--- src/rtl/if_fetch_unit.sv ---
// Instruction-fetch stage: PC register, byte-addressed instruction memory with load port,
// little-endian word assembly and a boot/run/fault qualifier FSM.
module if_fetch_unit #(
  parameter int unsigned MEM_BYTES = 256,
  parameter logic [31:0] RESET_PC  = 32'h0000_0000
) (
  input  logic        clk,
  input  logic        reset,
  input  logic        pc_stall,
  input  logic        branch_taken,
  input  logic [31:0] branch_target,
  input  logic        jump,
  input  logic [31:0] jump_target,
  input  logic        imem_we,
  input  logic [31:0] imem_addr,
  input  logic [31:0] imem_wdata,
  output logic [31:0] pc_cur,
  output logic [31:0] pc_next,
  output logic [31:0] instruction,
  output logic        valid,
  output logic        fault,
  output logic [31:0] fetch_count
);

  localparam int unsigned AW       = $clog2(MEM_BYTES);
  localparam logic [31:0] MemLimit = 32'(MEM_BYTES);

  typedef enum logic [1:0] {StBoot, StRun, StFault} state_e;

  state_e      state_q, state_d;
  logic [31:0] pc_q, pc_d;
  logic [31:0] count_q, count_d;

  logic [7:0]  mem [MEM_BYTES];

  logic        redirect;
  logic [31:0] target;
  logic        target_bad;
  logic [31:0] pc_seq;
  logic [31:0] fetch_word;

  logic [AW-3:0] rword;
  logic [AW-1:0] waddr;
  logic [AW-3:0] wword;

  // Jump outranks a simultaneous branch, so only the winning target is checked.
  always_comb begin
    redirect   = jump | branch_taken;
    target     = jump ? jump_target : branch_target;
    target_bad = (target[1:0] != 2'b00) || (target >= MemLimit);
    pc_seq     = (pc_next >= MemLimit) ? 32'h0 : pc_next;
  end

  always_comb begin
    state_d = state_q;
    pc_d    = pc_q;
    count_d = count_q;
    unique case (state_q)
      StBoot: state_d = StRun;
      StRun: begin
        if (!pc_stall) begin
          if (redirect) begin
            if (target_bad) begin
              state_d = StFault;
            end else begin
              pc_d    = target;
              count_d = count_q + 32'd1;
            end
          end else begin
            pc_d    = pc_seq;
            count_d = count_q + 32'd1;
          end
        end
      end
      StFault: state_d = StFault;
      default: state_d = StBoot;
    endcase
  end

  always_ff @(posedge clk or posedge reset) begin
    if (reset) begin
      state_q <= StBoot;
      pc_q    <= RESET_PC;
      count_q <= 32'h0;
    end else begin
      state_q <= state_d;
      pc_q    <= pc_d;
      count_q <= count_d;
    end
  end

  // Memory is deliberately outside the reset domain: loads land even while reset is held.
  always_comb begin
    waddr = AW'(imem_addr % MemLimit);
    wword = waddr[AW-1:2];
  end

  always_ff @(posedge clk) begin
    if (imem_we && (imem_addr[1:0] == 2'b00)) begin
      for (int i = 0; i < 4; i++) begin
        mem[{wword, 2'(i)}] <= imem_wdata[8*i +: 8];
      end
    end
  end

  always_comb begin
    rword      = pc_q[AW-1:2];
    fetch_word = {mem[{rword, 2'd3}], mem[{rword, 2'd2}], mem[{rword, 2'd1}], mem[{rword, 2'd0}]};
  end

  always_comb begin
    pc_cur      = pc_q;
    pc_next     = pc_q + 32'd4;
    valid       = (state_q == StRun);
    fault       = (state_q == StFault);
    instruction = valid ? fetch_word : 32'h0;
    fetch_count = count_q;
  end

endmodule
--- config.mk ---
export PLATFORM = sky130hd
export DESIGN_NAME = if_fetch_unit
export DESIGN_NICKNAME = d
export VERILOG_FILES = /design/src/rtl/if_fetch_unit.sv
export SDC_FILE = /design/constraint.sdc
export NUM_CORES = 2
export LEC_CHECK = 0
export BUFFER_PORTS_ARGS = -buffer_cell sky130_fd_sc_hd__buf_2
export CAP_MARGIN = 20
export CORE_MARGIN = 2
export CORE_UTILIZATION = 45
export CTS_BUF_LIST = sky130_fd_sc_hd__clkbuf_4 sky130_fd_sc_hd__clkbuf_8
export DETAILED_ROUTE_END_ITERATION = 16
export PLACE_DENSITY_LB_ADDON = 0.2
export SLEW_MARGIN = 10
export SYNTH_ARGS = -nofsm -noshare
export SYNTH_HDL_FRONTEND = slang
export SYNTH_SLANG_ARGS = --single-unit
--- constraint.sdc ---
create_clock -name clk -period 4.4 [get_ports clk]
set_input_delay 1.32 -clock clk [delete_from_list [all_inputs] [get_ports clk]]
set_output_delay 1.32 -clock clk [all_outputs]
set_load 0.005 [all_outputs]
Word level (Yosys, flattened, before mapping)
Memories as Yosys holds them, arrays and structs flattened.
Cells that the tools add are included.

word-level totals
  output and inout port bits = 130
  memory bits (writable) = 2048
  memories = 1
  register bits = 66

memory list
  name  depth  width  rd ports  clocked after memory_dff  wr ports  line  text
  mem   256    8      4         0                         4         34    logic [7:0] mem [MEM_BYTES];

operators by class
  multiplexer cells = 13
  reduce and logical (&&, ||, !) cells = 7
  equal/unequal tests = 6
  bitwise gates (word level) = 2
  $add $sub $neg = 2
  order comparisons = 2

operator list
  kind                   count
  $mux 32                7
  $ge 32x9->1 const B    2
  $add 32x1->32 const B  1
  $add 32x3->32 const B  1
  $mux 2                 3
  $pmux 2 s3             1
  $reduce_and 3->1       2
  $logic_not 2->1        2
  $ne 2x1->1 const B     2
  $ne 2x2->1 const B     2
  $eq 2x1->1 const B     1
  $eq 2x2->1 const B     1
  $mux 1                 2
  $reduce_bool 2->1      1
  $logic_and 1x1->1      1
  $logic_or 1x1->1       1
  $not 1->1              1
  $or 1x1->1             1

Longest topological paths before layout
  word-level depth = 7
  depth in mapped cells = 11
  gate-level depth less buffers = 9

Least setup slack after synthesis
No wires, ideal clock.

  kind = register -> output
  from = reg pc_q[2], in the netlist pc_cur[2]
  to = out instruction[0]
  arrival time = 2.966 ns
  buffers on the path = 3
  setup slack = 0.114 ns
  cell stages (with the launch flop) = 8
  path through = dfrtp_1 > clkbuf_1 > clkbuf_1 > buf_1 > mux4_2 > mux4_2 > mux4_2 > and2_1

between the ends
  longest elaborated chain between the ends = 2

ends and longest elaborated chain
  what                    line  text
  from (decl)             31    logic [31:0] pc_q, pc_d;
  from (signal assigned)  87    pc_q <= pc_d;
  $mem_v2 256x8           n/a
  $mux 32                 116   instruction = valid ? fetch_word : 32'h0;
  to (decl)               19    output logic [31:0] instruction,

Every way passes these cells.

Worst setup path after layout
  from = reg pc_q[2], in the netlist pc_cur[2]
  to = out instruction[29]

Same word-level chain as after synthesis.

==> flow_summary.json <==
{
  "vias": 40900,
  "cp_data_required_time_ps": 3080,
  "cp_common_cell": "mux4_2",
  "die_x_um": 430,
  "violations": "setup timing",
  "cp.arrival_ps": 4090,
  "numCtsBuffers": 355,
  "rows": 156,
  "cp_num_buf_inv": 5,
  "grt_pass1_vias": 41200,
  "synth-edff-count": 2048,
  "path_max_fanout": 10,
  "synth.distinct_cells": 56,
  "wire_per_inst_um": 33.5,
  "grt_start_max_net_pins": 65,
  "finalMaxSlewViolations": 0,
  "yosys-top-cells-count": "2048 x edfxtp_1, 672 x mux4_2, 107 x clkbuf_1, 90 x nor2_1, 66 x dfrtp_1",
  "synthesis.nets": 3533,
  "worstSetupStartpointType": "register",
  "setup_viol": 54,
  "end_kind": "output port",
  "cts_tree": "built",
  "syn_inst": 3393,
  "finalPower_mw": 54.1,
  "slew_headroom": 0.235,
  "finalHoldViolCount": 0,
  "synth_warnings": 0,
  "cp_top_family": "multiplexers",
  "yosysMostFrequentCell": "edfxtp_1",
  "start_util": 0.452,
  "syn_to_final_growth_pct": 18.7,
  "drive_gt1_frac": 0.433,
  "ys_ff_latch": 2114,
  "max_slew.worst_pin.slew_ps": 1150,
  "period_needed_ps": 5410,
  "nets": 4303,
  "remaining_drc_errors": 0,
  "synthTopCellsByArea": "edfxtp_1 75%, mux4_2 19%, dfrtp_1 2.0%",
  "synth_top_area_share": 0.753,
  "grt.overflow.total": 0,
  "skew_ps": 43.7,
  "avgSynthCellArea_um2": 24.1,
  "path_class": "reg2out",
  "synth_ff_type": "edfxtp_1",
  "rsz0062_at_grt": "yes",
  "power_leakage_nw": 31.3,
  "yosys.area.top_type": "edfxtp_1",
  "outcome": "complete, but fails checks",
  "fin_cells": 6794,
  "drt-initial-drc-count": 4463,
  "fp.dieH_um": 430,
  "vdd_drop_max_v": 0.000380,
  "ioPinCount": 264,
  "io_buffers": 239,
  "max_freq_mhz": 185,
  "clk_path_buf_depth": 4,
  "antenna_left": 0,
  "crit_path_top_delay_cell": "mux4_2",
  "synth_async_sr_flop_share": 0.0312,
  "timing.max_cap.violations": 0,
  "setup_tns_ps": -34690,
  "fill_cells": 13700,
  "slowest_delay_ps": 600,
  "cts_sinks": 2114,
  "hp-class": "reg2reg",
  "whs_ps": 468,
  "fin_ws_ps": -1010,
  "power-per-cell-area_mw_per_mm2": 558,
  "clk_latency_ps": 1000,
  "synthesis.area_mm2": 0.0817,
  "first_pass_iters": 7,
  "track_usage": 0.247,
  "clkTransAtPathRegs_ps": 60,
  "core_area_mm2": 0.181,
  "grt_pass1_wl_mm": 318,
  "crit_chain": "buf_12, buf_6, buf_8, buf_12, mux4_2, mux4_2, mux4_2, and2_1, buf_2",
  "finalCritPeriodShare": 1.23,
  "gp_congestion": 0.832,
  "antenna_found_initial": 24,
  "htreeDepth": 5,
  "post_drt_via_cell_ratio": 6.03,
  "totalWireLength_mm": 228,
  "dp_cells": 6102,
  "die_area_mm2": 0.185,
  "synth-seq-area-share": 0.773,
  "cts_root_buf": "clkbuf_8",
  "hpwl_mm": 133
}
[power breakdown]
| group | leakage, nW | switching (mW) | internal, mW |
|---|---|---|---|
| Sequential | 19.3 | 0.152 | 22.2 |
| Combinational | 8.61 | 7.18 | 8.16 |
| Clock | 3.44 | 7.56 | 8.83 |
| Total | 31.3 | 14.9 | 39.2 |
[cell families after synthesis]
logic type	count (synthesis)	share of synthesized area
fa+ha+maj	6	0.000919
mux	674	0.186
xor+xnor	58	0.00622
simple gates	310	0.0208
compound gates	42	0.00368
buf+inv	189	0.00956
flops	2114	0.773
[cells in the final DEF (no fill, tap or decap), types with 26 or more instances in the layout]
cell	n
edfxtp_1	2048
mux4_2	672
clkbuf_8	364
buf_2	232
buf_4	198
clkbuf_4	109
clkinv_1	90
buf_12	77
nor2_4	68
dfrtp_1	61
and2_1	47
buf_6	39
nand2_1	36
xnor2_1	34
clkinv_2	28
nand3_1	26
[final timing paths]
| kind | start | end | slack (ps) | depth (start not counted) |
|---|---|---|---|---|
| setup / recovery | pc_cur[2] | instruction[29] | -1010 | 9 |
| hold / removal | fetch_count[31] | fetch_count[31] | 470 | 1 |
| setup reg to reg | pc_cur[2] | pc_cur[2] | 540 | 15 |
| hold reg to reg | fetch_count[31] | fetch_count[31] | 470 | 1 |
| max in group asynchronous | reset | pc_cur[1] | 2980 | 4 |
| min in group asynchronous | reset | fetch_count[21] | 520 | 2 |
[per-stage QoR]
step	utilization	area (um^2)	setup WS, ps
3_3_place_gp	0.490	88400	-46.4
3_5_place_dp	0.490	88400	-49.4
4_1_cts	0.534	96400	-1130
2_1_floorplan	-	81700	114
6_report	0.537	97000	-1010
5_1_grt	0.537	97000	-1130
[what timing repair did]
item                                    in CTS  in global routing
endpoints found under the hold margin        0                  0
setup buffers                               39                  3
cloned                                      16                  6
hold buffers                                 0                  0
pin swaps                                   16                  3
endpoints found under the setup margin      57                 59
gates resized for setup                    142                 27
[per-layer routing]
metal	wire length (um)	vias up	part of all wire	track usage
li1	-	16200	-	-
met1	90200	22300	0.40	0.339
met2	111000	1973	0.49	0.395
met3	18800	427	0.083	0.0527
met4	7660	4	0.034	0.0860
met5	28	-	0.00012	0
[sequential cells by signal, indices dropped and copies added, names as in the netlist]
register,count
fetch_count,32
pc_cur,32
mem,2048
state_q,2
[final cells by class]
cell class	count	area (um^2)	area share
Multi-Input combinational cell	1090	18600	0.192
Clock buffer	473	5830	0.0601
Timing Repair Buffer	586	5620	0.0580
Sequential cell	2114	63200	0.651
Inverter	16	68.8	0.000710
Tap cell	2370	2970	0.0306
Antenna cell	13	32.5	0.000336
Clock inverter	132	699	0.00721
Power figures use the tool's default switching activity.
